## config.mk

```make
export PLATFORM = sky130hd
export DESIGN_NAME = traffic_light_4way
export DESIGN_NICKNAME = d
export VERILOG_FILES = /design/src/rtl/traffic_light_4way.sv
export SDC_FILE = /design/constraint.sdc
export NUM_CORES = 1
export LEC_CHECK = 0
export CORE_UTILIZATION = 25
export CTS_CLUSTER_DIAMETER = 30
export DETAILED_ROUTE_END_ITERATION = 8
export PLACE_DENSITY_LB_ADDON = 0.12
export SLEW_MARGIN = 10
export SYNTH_ARGS = -nofsm -noshare
export SYNTH_HDL_FRONTEND = slang
export SYNTH_SLANG_ARGS = --single-unit
```

## constraint.sdc

```tcl
create_clock -name clk -period 3.4 [get_ports clk]
set_input_delay 0.51 -clock clk [delete_from_list [all_inputs] [get_ports clk]]
set_output_delay 0.51 -clock clk [all_outputs]
set_load 0.05 [all_outputs]
```

## src/rtl/traffic_light_4way.sv

```systemverilog
// Four-way intersection controller: north-south and east-west lamps cycle
// green -> yellow -> (all-red) with per-phase dwell times set by parameters.
// Define TL4_ALL_RED_EN to insert the ALL_RED_1/ALL_RED_2 clearance phases;
// without it the yellow phases hand over directly to the opposing green.
// Lamp encoding is {red,yellow,green}; outputs are registered.
module traffic_light_4way #(
  parameter int unsigned GREEN_TIME  = 5,
  parameter int unsigned YELLOW_TIME = 2,
  parameter int unsigned ALLRED_TIME = 1
) (
  input  logic       clk,
  input  logic       reset,
  output logic [2:0] ns_light,
  output logic [2:0] ew_light
);

  localparam logic [2:0] LAMP_RED    = 3'b100;
  localparam logic [2:0] LAMP_YELLOW = 3'b010;
  localparam logic [2:0] LAMP_GREEN  = 3'b001;

  // Last dwell-counter value of each phase; a zero parameter behaves as 1.
  localparam logic [7:0] GREEN_LAST  = 8'((GREEN_TIME  == 0) ? 0 : GREEN_TIME  - 1);
  localparam logic [7:0] YELLOW_LAST = 8'((YELLOW_TIME == 0) ? 0 : YELLOW_TIME - 1);
`ifdef TL4_ALL_RED_EN
  localparam logic [7:0] ALLRED_LAST = 8'((ALLRED_TIME == 0) ? 0 : ALLRED_TIME - 1);
`endif

  typedef enum logic [2:0] {
    NS_GREEN  = 3'd0,
    NS_YELLOW = 3'd1,
    ALL_RED_1 = 3'd2,
    EW_GREEN  = 3'd3,
    EW_YELLOW = 3'd4,
    ALL_RED_2 = 3'd5
  } state_t;

  state_t     state_q, state_d;
  logic [7:0] cnt_q, cnt_d;
  logic [2:0] ns_q, ns_d;
  logic [2:0] ew_q, ew_d;

  logic [7:0] dwell_last;
  state_t     next_phase;
  logic       illegal;

  // Next phase, dwell counter and the lamp pattern of the phase being entered.
  // Lamps are decoded from state_d so the registered outputs line up with
  // the registered state.
  always_comb begin
    state_d    = state_q;
    cnt_d      = cnt_q + 8'd1;
    dwell_last = GREEN_LAST;
    next_phase = NS_GREEN;
    illegal    = 1'b0;

    case (state_q)
      NS_GREEN: begin
        dwell_last = GREEN_LAST;
        next_phase = NS_YELLOW;
      end
      NS_YELLOW: begin
        dwell_last = YELLOW_LAST;
`ifdef TL4_ALL_RED_EN
        next_phase = ALL_RED_1;
`else
        next_phase = EW_GREEN;
`endif
      end
      EW_GREEN: begin
        dwell_last = GREEN_LAST;
        next_phase = EW_YELLOW;
      end
      EW_YELLOW: begin
        dwell_last = YELLOW_LAST;
`ifdef TL4_ALL_RED_EN
        next_phase = ALL_RED_2;
`else
        next_phase = NS_GREEN;
`endif
      end
`ifdef TL4_ALL_RED_EN
      ALL_RED_1: begin
        dwell_last = ALLRED_LAST;
        next_phase = EW_GREEN;
      end
      ALL_RED_2: begin
        dwell_last = ALLRED_LAST;
        next_phase = NS_GREEN;
      end
`endif
      default: illegal = 1'b1;
    endcase

    if (illegal) begin
      state_d = NS_GREEN;
      cnt_d   = '0;
    end else if (cnt_q >= dwell_last) begin
      state_d = next_phase;
      cnt_d   = '0;
    end

    ns_d = LAMP_RED;
    ew_d = LAMP_RED;
    case (state_d)
      NS_GREEN:  ns_d = LAMP_GREEN;
      NS_YELLOW: ns_d = LAMP_YELLOW;
      EW_GREEN:  ew_d = LAMP_GREEN;
      EW_YELLOW: ew_d = LAMP_YELLOW;
      default: begin
        ns_d = LAMP_RED;
        ew_d = LAMP_RED;
      end
    endcase
  end

  // State, dwell counter and lamp registers; reset forces NS green at once.
  always_ff @(posedge clk or negedge reset) begin
    if (!reset) begin
      state_q <= NS_GREEN;
      cnt_q   <= '0;
      ns_q    <= LAMP_GREEN;
      ew_q    <= LAMP_RED;
    end else begin
      state_q <= state_d;
      cnt_q   <= cnt_d;
      ns_q    <= ns_d;
      ew_q    <= ew_d;
    end
  end

  assign ns_light = ns_q;
  assign ew_light = ew_q;

endmodule

```

==> results.cfg, run 1 <==
[setup_path]
cp_data_arrival_time_ns = 2.85
path_class = register to register
crit_fanout = 13
worstPathRequired_ns = 3.63
startpoint_type = register
critPathCaptureType = register

[global_routing]
overflow = 0
grt_first_pass_wirelength_mm = 1.75
grt_pass1_vias = 354
grt_start_max_net_pins = 18
globalRouteTotalUtil_pct = 9.04
grt_antenna_before_repair = 0

[timing]
hold_viol_final = 0
fmax_mhz = 383
clock_skew_ns = 0.00225
rsz0062_at_grt = no
drv_slew = 0
setup_violations = 0
timing.slew.headroom_pct = 49.2
period_needed_ns = 2.61
worstMarginPinSlew_ns = 0.760
finalSetupTns_ns = 0
final.period_utilization_pct = 76.8

[clock_network]
cts_setup_buffers = 0
post_cts_resized = 0
cts_buffer_depth = 2
cts_buffers = 3
ctsHoldBuffers = 0
cts_sinks = 17
root_buffer = clkbuf_4
cts_tree = done
htreeDepth = 1
cts.reportedPaths.clkPinSlew_ns = 0.10
clk_latency_ns = 0.29

[die]
die_area_um2 = 2960
die_h_um = 54.4
die_w_um = 54.4
initial_core_util_pct = 26.9
row_count = 18
io-pin-count = 8
core_area_um2 = 2540

[yosys]
yosysTopAreaCell = dfrtp_1
synth-seq-cells = 17
ys_top_cells_by_area = dfrtp_1 (55%), dfstp_2 (7.7%), ha_1 (5.5%)
synth_edf_count = 0
synth_top_area_share_pct = 54.7
ys_warn_count = 0
synth_area_um2 = 686
syn_area_per_cell_um2 = 12.5
ys_types = 28
synth_flop_cell = dfrtp_1
ys_seq_area_share_pct = 62.4
async_flop_share_pct = 100
netlist_instances = 55

[layout]
areaGrowthSynthToFinish_pct = 20.1
insertedDiodeCount = 0
drive_above_1_share_pct = 13.2
stdcell_area_um2 = 823
nets = 74

[power_and_ir_drop]
power.leakage_nw = 0.357
cellPowerDensity_nw_per_um2 = 898
peakVddDrop_v = 0.000420

[placement]
placed_area_um2 = 797
gp_congestion = 0.709
portBuffers = 7
place_hpwl_um = 737

[route]
first_pass_iters = 3
drtIter0Drc = 5
dr_total_vias = 417
drc = 0
postRouteWirelength_mm = 1.07
vias_per_cell = 4.26
wl_per_cell_um = 10.9
ant_nets = 0

[flow_run]
cap_violations = 0

[worst_hold_path]
hold_class = register to register

[status]
outcome = completed
==> through the flow <==
step | power (mW) | setup slack, ns | hold WS, ns | util (%) | instances
2_1_floorplan | 0.537 | 0.938 | 0.214 | - | 58
3_3_place_gp | 0.639 | 0.798 | 0.475 | 31.3 | 94
3_5_place_dp | 0.638 | 0.784 | 0.481 | 31.3 | 94
4_1_cts | 0.751 | 0.757 | 0.496 | 32.4 | 98
5_1_grt | 0.797 | 0.560 | 0.534 | 32.4 | 98
6_report | 0.740 | 0.788 | 0.497 | 32.4 | 98
==> placed cells by master (no fill, tap or decap) <==
| cell type | count |
|---|---|
| dfrtp_1 | 15 |
| clkdlybuf4s50_1 | 7 |
| nor2_1 | 6 |
| conb_1 | 4 |
| a21oi_1 | 3 |
| ha_1 | 3 |
| clkbuf_4 | 3 |
| inv_1 | 2 |
| xnor2_1 | 2 |
| a31o_1 | 2 |
| dfstp_2 | 2 |
| nor2b_1 | 1 |
| inv_2 | 1 |
| nand2b_1 | 1 |
| or3b_1 | 1 |
| or4_1 | 1 |
| a2111o_1 | 1 |
| o21ai_2 | 1 |
| nand2_1 | 1 |
| o21ai_1 | 1 |
| o21bai_1 | 1 |
| nand3_1 | 1 |
| xor2_1 | 1 |
| nor3_2 | 1 |
| o31ai_1 | 1 |
| o31a_1 | 1 |
| nor3_1 | 1 |
| a211oi_1 | 1 |
| clkbuf_1 | 1 |
| buf_4 | 1 |
==> final cells by class <==
cell class,instances,area [um^2]
Fill cell,269,1720
Clock buffer,4,26.3
Tap cell,30,37.5
Sequential cell,17,428
Inverter,3,11.3
Timing Repair Buffer,8,77.6
Multi-Input combinational cell,36,243
==> worst max-delay path: stages (launching register included) <==
cell and delay [ns]:
dfrtp_1 0.40, nor2b_1 0.14, buf_4 0.15, inv_2 0.04, a21oi_1 0.17, ha_1 0.26
or3b_1 0.35, a2111o_1 0.61, o21ai_2 0.26, o31a_1 0.18
==> state kept, by name, summed over array words and instances, names as in the netlist <==
register and count:
cnt_q 8, ew_light 3, ns_light 3, state_q 3
==> worst paths after layout <==
check                                        end                 start  cells past startpoint  slack (ns)
setup reg to reg           ew_light[2]$_DFF_PN1_  state_q[0]$_DFF_PN0_                      9        0.79
setup / recovery           ew_light[2]$_DFF_PN1_  state_q[0]$_DFF_PN0_                      9        0.79
max in group asynchronous     cnt_q[6]$_DFF_PN0_                 reset                      1        2.27
hold reg to reg            ns_light[1]$_DFF_PN0_  state_q[2]$_DFF_PN0_                      1        0.50
hold / removal             ns_light[1]$_DFF_PN0_  state_q[2]$_DFF_PN0_                      1        0.50
min in group asynchronous   state_q[0]$_DFF_PN0_                 reset                      1        0.66
==> cells in the mapped netlist (2+ instances only) <==
master,number
dfrtp_1,15
nor2_1,6
a21oi_1,3
ha_1,3
a31o_1,2
dfstp_2,2
inv_1,2
xnor2_1,2
==> cell families (layout without fill, tap and decap cells) <==
logic type | count (synthesis) | in the layout | synth area share (%)
buffers and inverters | 5 | 15 | 3.83
adders and majority gates | 3 | 3 | 5.48
other | 1 | 4 | 0.547
DFF | 17 | 17 | 62.4
xor gates and xnor gates | 3 | 3 | 3.83
AOI/OAI and AO/OA | 12 | 12 | 13.0
and+or+nand+nor | 14 | 14 | 10.9
==> layer usage <==
layer,track usage [%],wire [um],vias to the layer above
li1,-,-,214
met5,0,0,-
met1,12.8,558,196
met3,2.50,40,2
met2,11.0,456,5
met4,7.69,15,0
==> report_power, final <==
group	internal, mW	switching (mW)	leakage [nW]
Clock	0.0456	0.0633	0.0150
Sequential	0.262	0.0393	0.211
Combinational	0.125	0.205	0.131
(Power assumes the default switching activity.)
==> run 2, diff against run 1 <==
clock period = 2.65 ns   (was 3.4 ns; I/O delays follow)
==> run 2 against run 1 <==
Net effect: clock-buffer cell count unchanged; wire length increased by 14%; final area increased by 4.6%; combinational power increased by 49%; first-iteration DRC count increased by 20%.
==> results.cfg, run 2 (synthesis gave the netlist of run 1 again) <==
[placement]
place_hpwl_um = 727
portBuffers = 7
gp_congestion = 0.743
placed_area_um2 = 812

[layout]
nets = 77
largest_register_ff_count = 8
layout_commonest_cell = dfrtp_1
drive_above_1_share_pct = 18.3
layout_common_cells = dfrtp_1 (15), clkdlybuf4s50_1 (7), nor2_1 (6)
regMostFlops = cnt_q
fin_util_pct = 33.8
stdcell_area_um2 = 861
fillCellCount = 266
insertedDiodeCount = 0
areaGrowthSynthToFinish_pct = 25.5

[clock_network]
clk_latency_ns = 0.29
ctsHoldBuffers = 0
cts.reportedPaths.clkPinSlew_ns = 0.10
htreeDepth = 1
cts_setup_buffers = 0
cts_sinks = 17
cts_buffers = 3
cts_tree = done
post_cts_resized = 0
root_buffer = clkbuf_4
cts_buffer_depth = 2

[global_routing]
grt_antenna_before_repair = 0
grt_pass1_vias = 434
grt_start_max_net_pins = 18
grt_first_pass_wirelength_mm = 1.90
globalRouteTotalUtil_pct = 9.47
overflow = 0

[power_and_ir_drop]
power.leakage_nw = 0.370
peakVddDrop_v = 0.000580
cellPowerDensity_nw_per_um2 = 1160

[setup_path]
critPathBufInv = 1
critical_path.cell_chain = nor2b_2 > inv_2 > a21oi_1 > ha_1 > or3b_1 > a2111o_2 > o21bai_1 > nor2_1
worstPathRequired_ns = 2.87
endpoint = cnt_q[2]$_DFF_PN0_
timing.rr.start = state_q[0]$_DFF_PN0_
path_class = register to register
critPathCaptureType = register
r2r_setup_slack_ns = 0.17
slowest_stage = a2111o_2
path_depth = 8
cp_top_family = compound AO/OA/AOI/OAI gates
startpoint_type = register
crit_path_max_incr_delay_ns = 0.54
crit_fanout = 7
cp_data_arrival_time_ns = 2.70
rr_worst_depth = 8
crit_start = state_q[0]$_DFF_PN0_
reg2reg_to = cnt_q[2]$_DFF_PN0_

[route]
first_pass_iters = 2
ant_nets = 0
dr_total_vias = 443
wl_per_cell_um = 12.0
drc = 0
postRouteWirelength_mm = 1.22
drtIter0Drc = 6
vias_per_cell = 4.39

[die]
die_h_um = 54.4
initial_core_util_pct = 26.9
row_count = 18
die_area_um2 = 2960
die_w_um = 54.4
io-pin-count = 8
core_area_um2 = 2540

[timing]
rsz0062_at_grt = no
final.period_utilization_pct = 93.5
timing.slew.headroom_pct = 50.4
hold_slack_ns = 0.508
worstMarginPinSlew_ns = 0.742
hold_viol_final = 0
drv_slew = 0
period_needed_ns = 2.48
setup_violations = 0
clock_skew_ns = 0.00757
fmax_mhz = 404
finalSetupTns_ns = 0

[status]
outcome = completed

[worst_hold_path]
hold_class = register to register
hp-start = cnt_q[0]$_DFF_PN0_

[flow_run]
cap_violations = 0
[run 2: layout make-up]
cell class | count | area [um^2] | area share, %
Tap cell | 30 | 37.5 | 4.36
Sequential cell | 17 | 428 | 49.7
Clock buffer | 4 | 26.3 | 3.05
Multi-Input combinational cell | 37 | 265 | 30.8
Timing Repair Buffer | 10 | 92.6 | 10.8
Inverter | 3 | 11.3 | 1.31
[run 2: power breakdown]
group          switching, mW  total, mW  internal (mW)
logic                  0.306      0.492          0.186
registers             0.0339      0.370          0.336
clock network         0.0809      0.139         0.0585
total                  0.421       1.00          0.581
[run 2: worst min-delay path by stage]
stage,end,slack [ns],cells after the start
after global placement,ns_light[1]$_DFF_PN0_,0.48,1
after CTS,ns_light[1]$_DFF_PN0_,0.50,1
after global routing,cnt_q[0]$_DFF_PN0_,0.54,1
after floorplan,cnt_q[0]$_DFF_PN0_,0.10,0
final,cnt_q[0]$_DFF_PN0_,0.51,1
after detailed placement,ns_light[1]$_DFF_PN0_,0.49,1
[run 2: metrics by stage]
stage / power (mW) / setup slack [ns] / cells
5_1_grt: 1.08 / 0.0167 / 101
3_3_place_gp: 0.840 / 0.130 / 96
3_5_place_dp: 0.835 / 0.0950 / 96
4_1_cts: 0.978 / 0.0547 / 100
6_report: 1.00 / 0.173 / 101
2_1_floorplan: 0.689 / 0.188 / 58
[run 2: layer usage]
metal | GRT usage, % | up-vias | share of wire [%]
met3 | 3.33 | 2 | 3.9
met5 | 0 | - | 0
met1 | 12.2 | 215 | 50
met4 | 5.13 | 0 | 1.4
li1 | - | 219 | -
met2 | 13.8 | 7 | 45
